File: config.mk
export PLATFORM = sky130hd
export DESIGN_NAME = sparc_decode_stage
export DESIGN_NICKNAME = d
export VERILOG_FILES = /design/src/rtl/sparc_decode_pkg.sv /design/src/rtl/sparc_decode_regfile.sv /design/src/rtl/sparc_decode_stage.sv
export SDC_FILE = /design/constraint.sdc
export NUM_CORES = 2
export LEC_CHECK = 0
export CAP_MARGIN = 20
export CORE_MARGIN = 1.5
export CORE_UTILIZATION = 42
export DETAILED_ROUTE_END_ITERATION = 12
export SLEW_MARGIN = 30
export SYNTH_ARGS = -nofsm -noshare
export SYNTH_HDL_FRONTEND = slang
export SYNTH_SLANG_ARGS = --single-unit
export TNS_END_PERCENT = 50
File: constraint.sdc
create_clock -name clk -period 7.6 [get_ports clk]
set_input_delay 1.52 -clock clk [delete_from_list [all_inputs] [get_ports clk]]
set_output_delay 1.52 -clock clk [all_outputs]
set_load 0.02 [all_outputs]
File: src/rtl/sparc_decode_pkg.sv
// rtl/sparc_decode_pkg.sv - shared types, SPARC opcode constants and operand-usage decode
package sparc_decode_pkg;

  typedef enum logic [1:0] {
    IDLE  = 2'd0,
    READY = 2'd1,
    STALL = 2'd2
  } state_e;

  localparam logic [1:0] OP_BRANCH     = 2'b00;
  localparam logic [1:0] OP_CALL       = 2'b01;
  localparam logic [1:0] OP_ALU        = 2'b10;
  localparam logic [1:0] OP_MEM        = 2'b11;
  localparam logic [2:0] OP2_SETHI     = 3'b100;
  localparam logic [4:0] CALL_LINK_REG = 5'd15;

  typedef struct packed {
    logic rs1_en;
    logic rs2_en;
    logic rd_src_en;
    logic dst_en;
    logic dst_link;
  } dec_info_t;

  // Which register fields an instruction reads and writes; r0 filtering is left to the caller.
  function automatic dec_info_t decode_info(input logic [31:0] inst);
    dec_info_t info;
    logic      store;
    info  = '0;
    store = inst[21];
    case (inst[31:30])
      OP_CALL: begin
        info.dst_en   = 1'b1;
        info.dst_link = 1'b1;
      end
      OP_BRANCH: info.dst_en = (inst[24:22] == OP2_SETHI);
      OP_ALU: begin
        info.rs1_en = 1'b1;
        info.rs2_en = !inst[13];
        info.dst_en = 1'b1;
      end
      OP_MEM: begin
        info.rs1_en    = 1'b1;
        info.rs2_en    = !inst[13];
        info.rd_src_en = store;
        info.dst_en    = !store;
      end
      default: info = '0;
    endcase
    return info;
  endfunction

endpackage

File: src/rtl/sparc_decode_regfile.sv
// rtl/sparc_decode_regfile.sv - 3-read/1-write register file with write-through, r0 hardwired to 0
module decode_regfile #(
  parameter int REG_COUNT  = 32,
  parameter int REG_ADDR_W = 5,
  parameter int DATA_W     = 32
) (
  input  logic                  clk,
  input  logic                  reset,
  input  logic                  we_i,
  input  logic [REG_ADDR_W-1:0] waddr_i,
  input  logic [DATA_W-1:0]     wdata_i,
  input  logic [REG_ADDR_W-1:0] raddr_a_i,
  input  logic [REG_ADDR_W-1:0] raddr_b_i,
  input  logic [REG_ADDR_W-1:0] raddr_d_i,
  output logic [DATA_W-1:0]     rdata_a_o,
  output logic [DATA_W-1:0]     rdata_b_o,
  output logic [DATA_W-1:0]     rdata_d_o
);

  logic [DATA_W-1:0] mem_q [REG_COUNT];

  always_ff @(posedge clk) begin
    if (reset) begin
      for (int k = 0; k < REG_COUNT; k++) mem_q[k] <= '0;
    end else if (we_i && waddr_i != '0) begin
      mem_q[waddr_i] <= wdata_i;
    end
  end

  assign rdata_a_o = (raddr_a_i == '0) ? '0 :
                     (we_i && waddr_i == raddr_a_i) ? wdata_i : mem_q[raddr_a_i];
  assign rdata_b_o = (raddr_b_i == '0) ? '0 :
                     (we_i && waddr_i == raddr_b_i) ? wdata_i : mem_q[raddr_b_i];
  assign rdata_d_o = (raddr_d_i == '0) ? '0 :
                     (we_i && waddr_i == raddr_d_i) ? wdata_i : mem_q[raddr_d_i];

endmodule

File: src/rtl/sparc_decode_stage.sv
// rtl/sparc_decode_stage.sv - SPARC decode stage: one-slot hold, scoreboard RAW/structural stalls
// Optional DECODE_PERF_EN adds perf_stall_cycles / perf_issued counters.
module sparc_decode_stage
  import sparc_decode_pkg::*;
#(
  parameter int BUS_DATA_WIDTH = 64,
  parameter int BUS_INST_WIDTH = 32,
  parameter int REG_COUNT      = 32,
  parameter int REG_ADDR_W     = 5,
  parameter int SB_CNT_W       = 2
) (
  input  logic                      clk,
  input  logic                      reset,
  input  logic                      in_valid,
  output logic                      in_ready,
  input  logic [BUS_DATA_WIDTH-1:0] in_PCplus4,
  input  logic [BUS_INST_WIDTH-1:0] inst,
  output logic                      out_valid,
  input  logic                      out_ready,
  input  logic                      flush,
  input  logic                      wb_en,
  input  logic [REG_ADDR_W-1:0]     wb_addr,
  input  logic [BUS_INST_WIDTH-1:0] wb_data,
`ifdef DECODE_PERF_EN
  output logic [31:0]               perf_stall_cycles,
  output logic [31:0]               perf_issued,
`endif
  output logic [BUS_DATA_WIDTH-1:0] out_PCplus4,
  output logic [BUS_INST_WIDTH-1:0] valA,
  output logic [BUS_INST_WIDTH-1:0] valB,
  output logic [BUS_INST_WIDTH-1:0] valD,
  output logic [1:0]                op,
  output logic [2:0]                op2,
  output logic [5:0]                op3,
  output logic [3:0]                cond,
  output logic                      a,
  output logic                      i,
  output logic [4:0]                rd,
  output logic [12:0]               imm13,
  output logic [21:0]               disp22,
  output logic [29:0]               disp30
);

  localparam logic [SB_CNT_W-1:0] SB_MAX = {SB_CNT_W{1'b1}};

  state_e                    state_q, state_d, state_cur;
  logic [BUS_INST_WIDTH-1:0] inst_q;
  logic [BUS_DATA_WIDTH-1:0] pc_q;
  logic [SB_CNT_W-1:0]       sb_q [REG_COUNT];
  logic [SB_CNT_W-1:0]       sb_d [REG_COUNT];

  dec_info_t             info;
  logic [REG_ADDR_W-1:0] rs1_addr, rs2_addr, rd_addr, dst_addr;
  logic                  dst_en;
  logic                  hazard, issue, accept;

  assign info     = decode_info(inst_q[31:0]);
  assign rs1_addr = inst_q[14 +: REG_ADDR_W];
  assign rs2_addr = inst_q[0 +: REG_ADDR_W];
  assign rd_addr  = inst_q[25 +: REG_ADDR_W];
  assign dst_addr = info.dst_link ? REG_ADDR_W'(CALL_LINK_REG) : rd_addr;
  assign dst_en   = info.dst_en && (dst_addr != '0);

  // A lone in-flight writer retiring this very cycle is covered by the regfile bypass.
  function automatic logic src_blocked(input logic [SB_CNT_W-1:0] cnt, input logic wb_hit);
    return (cnt != '0) && !((cnt == SB_CNT_W'(1)) && wb_hit);
  endfunction

  always_comb begin
    hazard = 1'b0;
    if (info.rs1_en && src_blocked(sb_q[rs1_addr], wb_en && wb_addr == rs1_addr))
      hazard = 1'b1;
    if (info.rs2_en && src_blocked(sb_q[rs2_addr], wb_en && wb_addr == rs2_addr))
      hazard = 1'b1;
    if (info.rd_src_en && src_blocked(sb_q[rd_addr], wb_en && wb_addr == rd_addr))
      hazard = 1'b1;
    if (dst_en && sb_q[dst_addr] == SB_MAX)
      hazard = 1'b1;
  end

  // The stored state only distinguishes empty from occupied; READY/STALL follow the live hazard.
  always_comb begin
    state_cur = IDLE;
    if (state_q != IDLE) state_cur = hazard ? STALL : READY;
  end

  assign out_valid = !reset && (state_cur == READY);
  assign in_ready  = !reset && !flush &&
                     ((state_cur == IDLE) || ((state_cur == READY) && out_ready));
  assign issue     = out_valid && out_ready && !flush;
  assign accept    = in_valid && in_ready;

  always_comb begin
    state_d = state_cur;
    if (flush)       state_d = IDLE;
    else if (accept) state_d = READY;
    else if (issue)  state_d = IDLE;
  end

  always_comb begin
    logic inc, dec;
    for (int k = 0; k < REG_COUNT; k++) begin
      inc     = issue && dst_en && (dst_addr == REG_ADDR_W'(k));
      dec     = wb_en && (wb_addr == REG_ADDR_W'(k));
      sb_d[k] = sb_q[k];
      if (inc && !dec)
        sb_d[k] = sb_q[k] + SB_CNT_W'(1);
      else if (dec && !inc && sb_q[k] != '0)
        sb_d[k] = sb_q[k] - SB_CNT_W'(1);
    end
  end

  always_ff @(posedge clk) begin
    if (reset) begin
      state_q <= IDLE;
      inst_q  <= '0;
      pc_q    <= '0;
      for (int k = 0; k < REG_COUNT; k++) sb_q[k] <= '0;
    end else begin
      state_q <= state_d;
      sb_q    <= sb_d;
      if (accept) begin
        inst_q <= inst;
        pc_q   <= in_PCplus4;
      end
    end
  end

  decode_regfile #(
    .REG_COUNT (REG_COUNT),
    .REG_ADDR_W(REG_ADDR_W),
    .DATA_W    (BUS_INST_WIDTH)
  ) u_regfile (
    .clk      (clk),
    .reset    (reset),
    .we_i     (wb_en),
    .waddr_i  (wb_addr),
    .wdata_i  (wb_data),
    .raddr_a_i(rs1_addr),
    .raddr_b_i(rs2_addr),
    .raddr_d_i(rd_addr),
    .rdata_a_o(valA),
    .rdata_b_o(valB),
    .rdata_d_o(valD)
  );

  assign out_PCplus4 = pc_q;
  assign op          = inst_q[31:30];
  assign op2         = inst_q[24:22];
  assign op3         = inst_q[24:19];
  assign cond        = inst_q[28:25];
  assign a           = inst_q[29];
  assign i           = inst_q[13];
  assign rd          = inst_q[29:25];
  assign imm13       = inst_q[12:0];
  assign disp22      = inst_q[21:0];
  assign disp30      = inst_q[29:0];

`ifdef DECODE_PERF_EN
  logic [31:0] perf_stall_q, perf_issued_q;

  always_ff @(posedge clk) begin
    if (reset) begin
      perf_stall_q  <= '0;
      perf_issued_q <= '0;
    end else begin
      if (state_cur == STALL) perf_stall_q  <= perf_stall_q + 32'd1;
      if (issue)              perf_issued_q <= perf_issued_q + 32'd1;
    end
  end

  assign perf_stall_cycles = perf_stall_q;
  assign perf_issued       = perf_issued_q;
`endif

endmodule

* Word-level counts from Yosys, hierarchy flattened
Memory sizes are Yosys's and may differ from the RTL's. A register that Yosys moved wholly into a read port is not among the register bits. Cells that the tools add are included. W data, S select, Z words.
Storage, ports and cells: register bits after elaboration 162, memory bits (writable) 1024, output and inout bits 249, word-level logic and storage cells 629, memories 1
Operators by class: add/subtract/negate cells 64, order comparisons 4, equality and inequality tests 74, muxes and demuxes 109, bitwise gates (word level) 4, reduce and logical (&&, ||, !) cells 337
Memories:
- u_regfile.mem_q | depth 32, width 32, rd ports 3, clocked after Yosys merged registers in 3, write ports 32, line sparc_decode_regfile.sv:20 | logic [DATA_W-1:0] mem_q [REG_COUNT];
Operator list (number):
- $mux W32 | 7
- $logic_and A1 B1 Y1 | 183
- $eq A5 B5 Y1 const B | 32
- $mux W2 | 75
- $reduce_bool A2 Y1 | 68
- $eq A5 B4 Y1 const B | 16
- $logic_not A1 Y1 | 71
- $add A2 B1 Y2 const B | 32
- $sub A2 B1 Y2 const B | 32
- $bmux W2 S5 | 4
- $eq A5 B3 Y1 const B | 8
- $mux W5 | 8
- $reduce_or A32 Y1 | 1
- $logic_not A5 Y1 | 5
- $ge A6 B6 Y1 const B | 4
- $not A5 Y6 | 4
- $eq A5 B2 Y1 const B | 4
- $eq A5 B5 Y1 | 3
- $mux W1 | 14
- $eq A2 B1 Y1 const B | 5
- $eq A5 B1 Y1 const B | 2
- $reduce_bool A5 Y1 | 2
- $eq A2 B2 Y1 const B | 3
- $reduce_or A2 Y1 | 3
- other kinds (5) | 6

* Logic depth before layout (Yosys ltp)
depth in word-level cells 26, mapped depth 16, gate-level depth less buffers 11

* Cells and area by module
A second synthesis with hierarchy kept.
Unflattened totals: cells, all modules 5861, area total of the unflattened synthesis 75237.2 um2
Modules (own cells, without submodules):
- decode_regfile | times used 1, cells an instance 4609, area an instance 63832.5 um2, seq. area each 30749.5 um2
- sparc_decode_stage | times used 1, cells an instance 1252, area an instance 11404.7 um2, seq. area each 3243.1 um2

* Worst setup path after synthesis
OpenSTA, ideal clock, no wires.
path type in2out, start point input port wb_addr[4], end point output port out_valid, arrival 4.002 ns, setup slack 2.078 ns, stages on the path 11, path through clkbuf_1 > xnor2_1 > nand4_1 > or2_2 > a211oi_1 > o32ai_4 > nor3_4 > buf_6 > buf_8 > buf_6 > nor3b_1
Between the ends: word-level cells in the longest chain between the ends 14, elaborated cells between the ends (all ways) 26, those cells by class eq/ne (4); mux (6); reduce/logical (16)
Ends and longest elaborated chain:
- from (decl) | line sparc_decode_stage.sv:22 | input logic [REG_ADDR_W-1:0] wb_addr,
- $eq A5 B5 Y1 | line sparc_decode_stage.sv:71 | if (info.rs1_en && src_blocked(sb_q[rs1_addr], wb_en && wb_addr == rs1_addr))
- $logic_and A1 B1 Y1 | line sparc_decode_stage.sv:71
- $logic_and A1 B1 Y1 | line sparc_decode_stage.sv:66 | return (cnt != '0) && !((cnt == SB_CNT_W'(1)) && wb_hit);
- $logic_not A1 Y1 | line sparc_decode_stage.sv:66
- $logic_and A1 B1 Y1 | line sparc_decode_stage.sv:66
- $logic_and A1 B1 Y1 | line sparc_decode_stage.sv:71
- $mux W1 | line sparc_decode_stage.sv:71
- $mux W1 | line sparc_decode_stage.sv:73 | if (info.rs2_en && src_blocked(sb_q[rs2_addr], wb_en && wb_addr == rs2_addr))
- $mux W1 (*) | line sparc_decode_stage.sv:75 | if (info.rd_src_en && src_blocked(sb_q[rd_addr], wb_en && wb_addr == rd_addr))
- $mux W1 (*) | line sparc_decode_stage.sv:77 | if (dst_en && sb_q[dst_addr] == SB_MAX)
- $mux W2 (*) (2 in series) | line sparc_decode_stage.sv:84 | if (state_q != IDLE) state_cur = hazard ? STALL : READY;
- $eq A2 B1 Y1 (*) | line sparc_decode_stage.sv:87 | assign out_valid = !reset && (state_cur == READY);
- $logic_and A1 B1 Y1 (*) | line sparc_decode_stage.sv:87
- to (decl) | line sparc_decode_stage.sv:18 | output logic out_valid,
Every way passes the cells marked *; elsewhere a longest branch is shown, timed or not.

* Worst setup path in the final report
start point input port wb_addr[1], end point output port in_ready
Between the ends: word-level cells in the longest chain between the ends 16, elaborated cells between the ends (all ways) 29, those cells by class eq/ne (4); mux (6); reduce/logical (19)
Ends and longest elaborated chain:
- $eq A5 B5 Y1 | line sparc_decode_stage.sv:71
- $logic_and A1 B1 Y1 | line sparc_decode_stage.sv:71
- $logic_and A1 B1 Y1 | line sparc_decode_stage.sv:66
- $logic_not A1 Y1 | line sparc_decode_stage.sv:66
- $logic_and A1 B1 Y1 | line sparc_decode_stage.sv:66
- $logic_and A1 B1 Y1 | line sparc_decode_stage.sv:71
- $mux W1 | line sparc_decode_stage.sv:71
- $mux W1 | line sparc_decode_stage.sv:73
- $mux W1 (*) | line sparc_decode_stage.sv:75
- $mux W1 (*) | line sparc_decode_stage.sv:77
- $mux W2 (*) (2 in series) | line sparc_decode_stage.sv:84
- $eq A2 B1 Y1 | line sparc_decode_stage.sv:89 | ((state_cur == IDLE) || ((state_cur == READY) && out_ready));
- $logic_and A1 B1 Y1 | line sparc_decode_stage.sv:89
- $logic_or A1 B1 Y1 (*) | line sparc_decode_stage.sv:89
- $logic_and A1 B1 Y1 (*) | line sparc_decode_stage.sv:88 | assign in_ready = !reset && !flush &&
- to (decl) | line sparc_decode_stage.sv:15 | output logic in_ready,
Marked as above.

==> results.toml <==
[run_status]
status = "finished, final reports clean"

[sta]
max_freq_mhz = 148.4
max_slew_margin_pct = 29.03
tightest_slew_ns = 1.065
rsz0062_at_grt = "no"
setup_viol = 0
finClkSkew_ns = 0.02778
hold_violations = 0
fin_setup_tns_ns = 0
finalCritPeriodShare_pct = 88.65
setup_ws_ns = 0.8628
holdWs_ns = 0.4929
drv_slew = 0
min_period_ns = 6.737

[setup_path]
cp_slowest_cell = "clkdlybuf4s50_1"
r2r-start = "inst_q[14]"
crit_path_start_kind = "primary input"
r2r_slack_ns = 2.83
rr_worst_depth = 10
cp_cell_sequence = "clkdlybuf4s50_1 > xnor2_1 > nand4_1 > or2_4 > a211oi_1 > o32ai_4 > nor3_4 > a21oi_1 > nor3_1 > clkdlybuf4s50_1"
crit_top_cell = "clkdlybuf4s50_1"
crit_fanout = 15
rr_endpoint = "out_PCplus4[47]"
crit_required_ns = 6.08
startpoint = "wb_addr[1]"
arrival_ns = 5.22
path_class = "primary input to primary output"
cp_num_buf_inv = 2
cp-end-kind = "primary output"
cpPeakStageDelay_ns = 0.86
crit_family = "buffers and inverters"

[synth]
netlist_instances = 5040
synth_ff_type = "edfxtp_1"
synthesis.area_sq_um = 73760
yosysTopAreaCell = "edfxtp_1"
synth.area.top_cells = "edfxtp_1 (42%), mux4_2 (31%), and2_1 (8.5%)"
yosysTopAreaCellShare_pct = 41.69
ys_ff_latch = 1201
synthArstFlopShare_pct = 0
yosysSeqAreaShare_pct = 46.49
synth-edff-count = 1024
synth_cell_types = 84
yosys_warnings = 0
syn_avg_cell_area_sq_um = 14.64

[power_and_ir_drop]
leakage_nw = 26.53
combinationalPowerShare_pct = 18.0
vdd_drop_max_v = 0.0002525
switchingPower_mw = 4.947
swShare_pct = 27.67
internal_power_mw = 12.93
p_per_area_nw_per_um2 = 211.7
power.share.sequential_pct = 43.9
clkPwrFrac_pct = 38.1

[cells_and_area]
nets = 5319
layoutNonFillerInstCount = 7628
multi_input_area_sq_um = 37180
final_cell_area_sq_um = 84460
nFillCells = 14920
area_growth_pct = 14.50
register_area_sq_um = 34350
drive_above_1_share_pct = 28.79

[floorplan]
io_pins = 388
dieArea_sq_um = 178100
placementRows = 153
start_util_pct = 42.34
core_sq_um = 174200
die_w_um = 422.1
die_h_um = 422.1

[drt]
vias = 49720
totalWireLength_um = 267200
dr.first_iter.drc_count = 7295
ant_nets = 0
avgViaCountPerCell = 6.517
avgRoutedWirePerCell_um = 35.03
remaining_drc_errors = 0
firstDrtPassIters = 9

[place]
dp_slack_ns = 0.9290
dp_hpwl_um = 160200
placed_area_sq_um = 79960
numPortBuffers = 387
routabilityCongestion = 0.9174
dp_cells = 7360

[hold_path]
min_path_cells = 2
min-delay-start = "out_PCplus4[59]"
hold_path_class = "flip-flop to flip-flop"
whs_endpoint = "out_PCplus4[59]"

[run]
max_cap_viol_count = 0

[clocking]
ctsHoldBuffers = 0
clock_latency_ns = 0.81
tritoncts = "built"
cts.path.max_buffers = 3
ctsRootBufferMaster = "clkbuf_16"
cts-htree-levels = 4
cts_sinks = 1201
clkSlewWorstSetupHoldPaths_ns = 0.06
cts.repair.resized = 0
post_cts_buffers = 0
numCtsBuffers = 139

[global_routing]
grt_use_total_pct = 29.73
gr-total-overflow = 0
grt_pass1_vias = 49150
grt_max_degree = 101
grt_first_pass_wirelength_um = 374100
grt_antenna_before_repair = 25
==> synth_stat cells, types with 6 or more instances <==
| library cell | n |
|---|---|
| edfxtp_1 | 1024 |
| and2_1 | 1004 |
| mux4_2 | 999 |
| clkbuf_1 | 409 |
| nor2_1 | 281 |
| mux2i_1 | 217 |
| dfxtp_1 | 177 |
| a211oi_1 | 135 |
| nand2_1 | 97 |
| buf_1 | 96 |
| buf_4 | 63 |
| a21oi_1 | 50 |
| nand3_1 | 37 |
| o21ai_0 | 37 |
| or2_2 | 35 |
| inv_1 | 29 |
| nand2b_1 | 26 |
| nor3_1 | 24 |
| buf_2 | 18 |
| and4_1 | 16 |
| nor2b_1 | 16 |
| xor2_1 | 16 |
| and3_1 | 14 |
| a22oi_1 | 12 |
| a21o_1 | 10 |
| a311oi_1 | 10 |
| nor3b_1 | 10 |
| nor4_1 | 10 |
| xnor2_1 | 10 |
| o31ai_1 | 9 |
| o211ai_1 | 8 |
| nand3b_1 | 7 |
| or4b_2 | 7 |
| a221oi_1 | 6 |
| buf_6 | 6 |
| buf_8 | 6 |
| nand4_1 | 6 |
| nor4b_1 | 6 |
| o21bai_1 | 6 |
==> metrics by stage <==
step / power, mW / utilization (%)
finish: 17.88 / 48.48
global route: 18.34 / 48.47
CTS: 17.94 / 48.49
detailed placement: 11.19 / 45.90
global placement: 11.14 / 45.91
floorplan: 9.832 / -
==> state kept, by name, summed over array words and instances (netlist names), named ones only <==
register	cells
out_PCplus4	64
inst_q	32
u_regfile.mem_q	1024
sb_q	64
state_q	2
==> worst max-delay path by stage <==
stage	end	cells after the start
global placement	in_ready	10
detailed placement	out_valid	9
CTS	in_ready	10
global route	in_ready	10
finish	in_ready	10
floorplan	out_valid	11
==> placed cells by master (no fill, tap or decap), drive strengths merged, types with 13 or more instances in the layout <==
cell type | Yosys | layout
edfxtp | 1024 | 1024
and2 | 1005 | 1005
mux4 | 999 | 999
clkdlybuf4s50 | 0 | 361
nor2 | 282 | 282
mux2i | 217 | 217
buf | 189 | 202
dfxtp | 177 | 177
clkbuf | 410 | 177
a211oi | 135 | 135
nand2 | 97 | 97
clkinv | 1 | 58
a21oi | 51 | 51
nand3 | 40 | 40
or2 | 39 | 39
o21ai | 37 | 37
inv | 29 | 36
conb | 1 | 32
nand2b | 26 | 26
nor3 | 25 | 25
xor2 | 16 | 16
nor2b | 16 | 16
and4 | 16 | 16
and3 | 14 | 14
diode | 0 | 13
==> tightest hold or removal path, cell delays in order (launching register included) <==
cell     delay (ns)
dfxtp_1        0.32
mux2i_1        0.06
nor2_1         0.07
==> kinds of logic after synthesis <==
logic type	count (synthesis)	synth area share, %
compound gates	338	3.306
xor+xnor	26	0.3087
mux	1218	33.48
fa+ha+maj	4	0.06785
buf+inv	629	3.706
flops	1201	46.49
other cells	1	0.005084
simple gates	1623	12.64
==> routing by layer <==
metal	routed length (um)	GRT usage [%]	share of wire, %	vias to the layer above
li1	-	-	-	20080
met1	99190	38.48	37	25790
met2	128900	48.36	48	3254
met3	26860	6.335	10	587
met4	12140	12.84	4.5	6
met5	151	0.5108	0.057	-
==> power groups by stage <==
stage / clock network [mW] / registers (mW) / logic (mW)
2_1_floorplan: 0 / 7.81 / 2.02
3_3_place_gp: 0 / 7.95 / 3.19
3_5_place_dp: 0 / 7.97 / 3.21
4_1_cts: 6.88 / 7.84 / 3.22
5_1_grt: 7.13 / 7.89 / 3.33
6_report: 6.82 / 7.85 / 3.21
==> layout make-up <==
| class | instances | share of cell area [%] |
|---|---|---|
| multi-input combinational | 3241 | 44.02 |
| sequential | 1201 | 40.67 |
| timing repair buffer | 563 | 6.349 |
| clock buffer | 177 | 4.558 |
| tap | 2325 | 3.444 |
| clock inverter | 78 | 0.7881 |
| inverter | 30 | 0.1333 |
| antenna | 13 | 0.03852 |
Note: power is estimated with default switching activity, not from simulation.
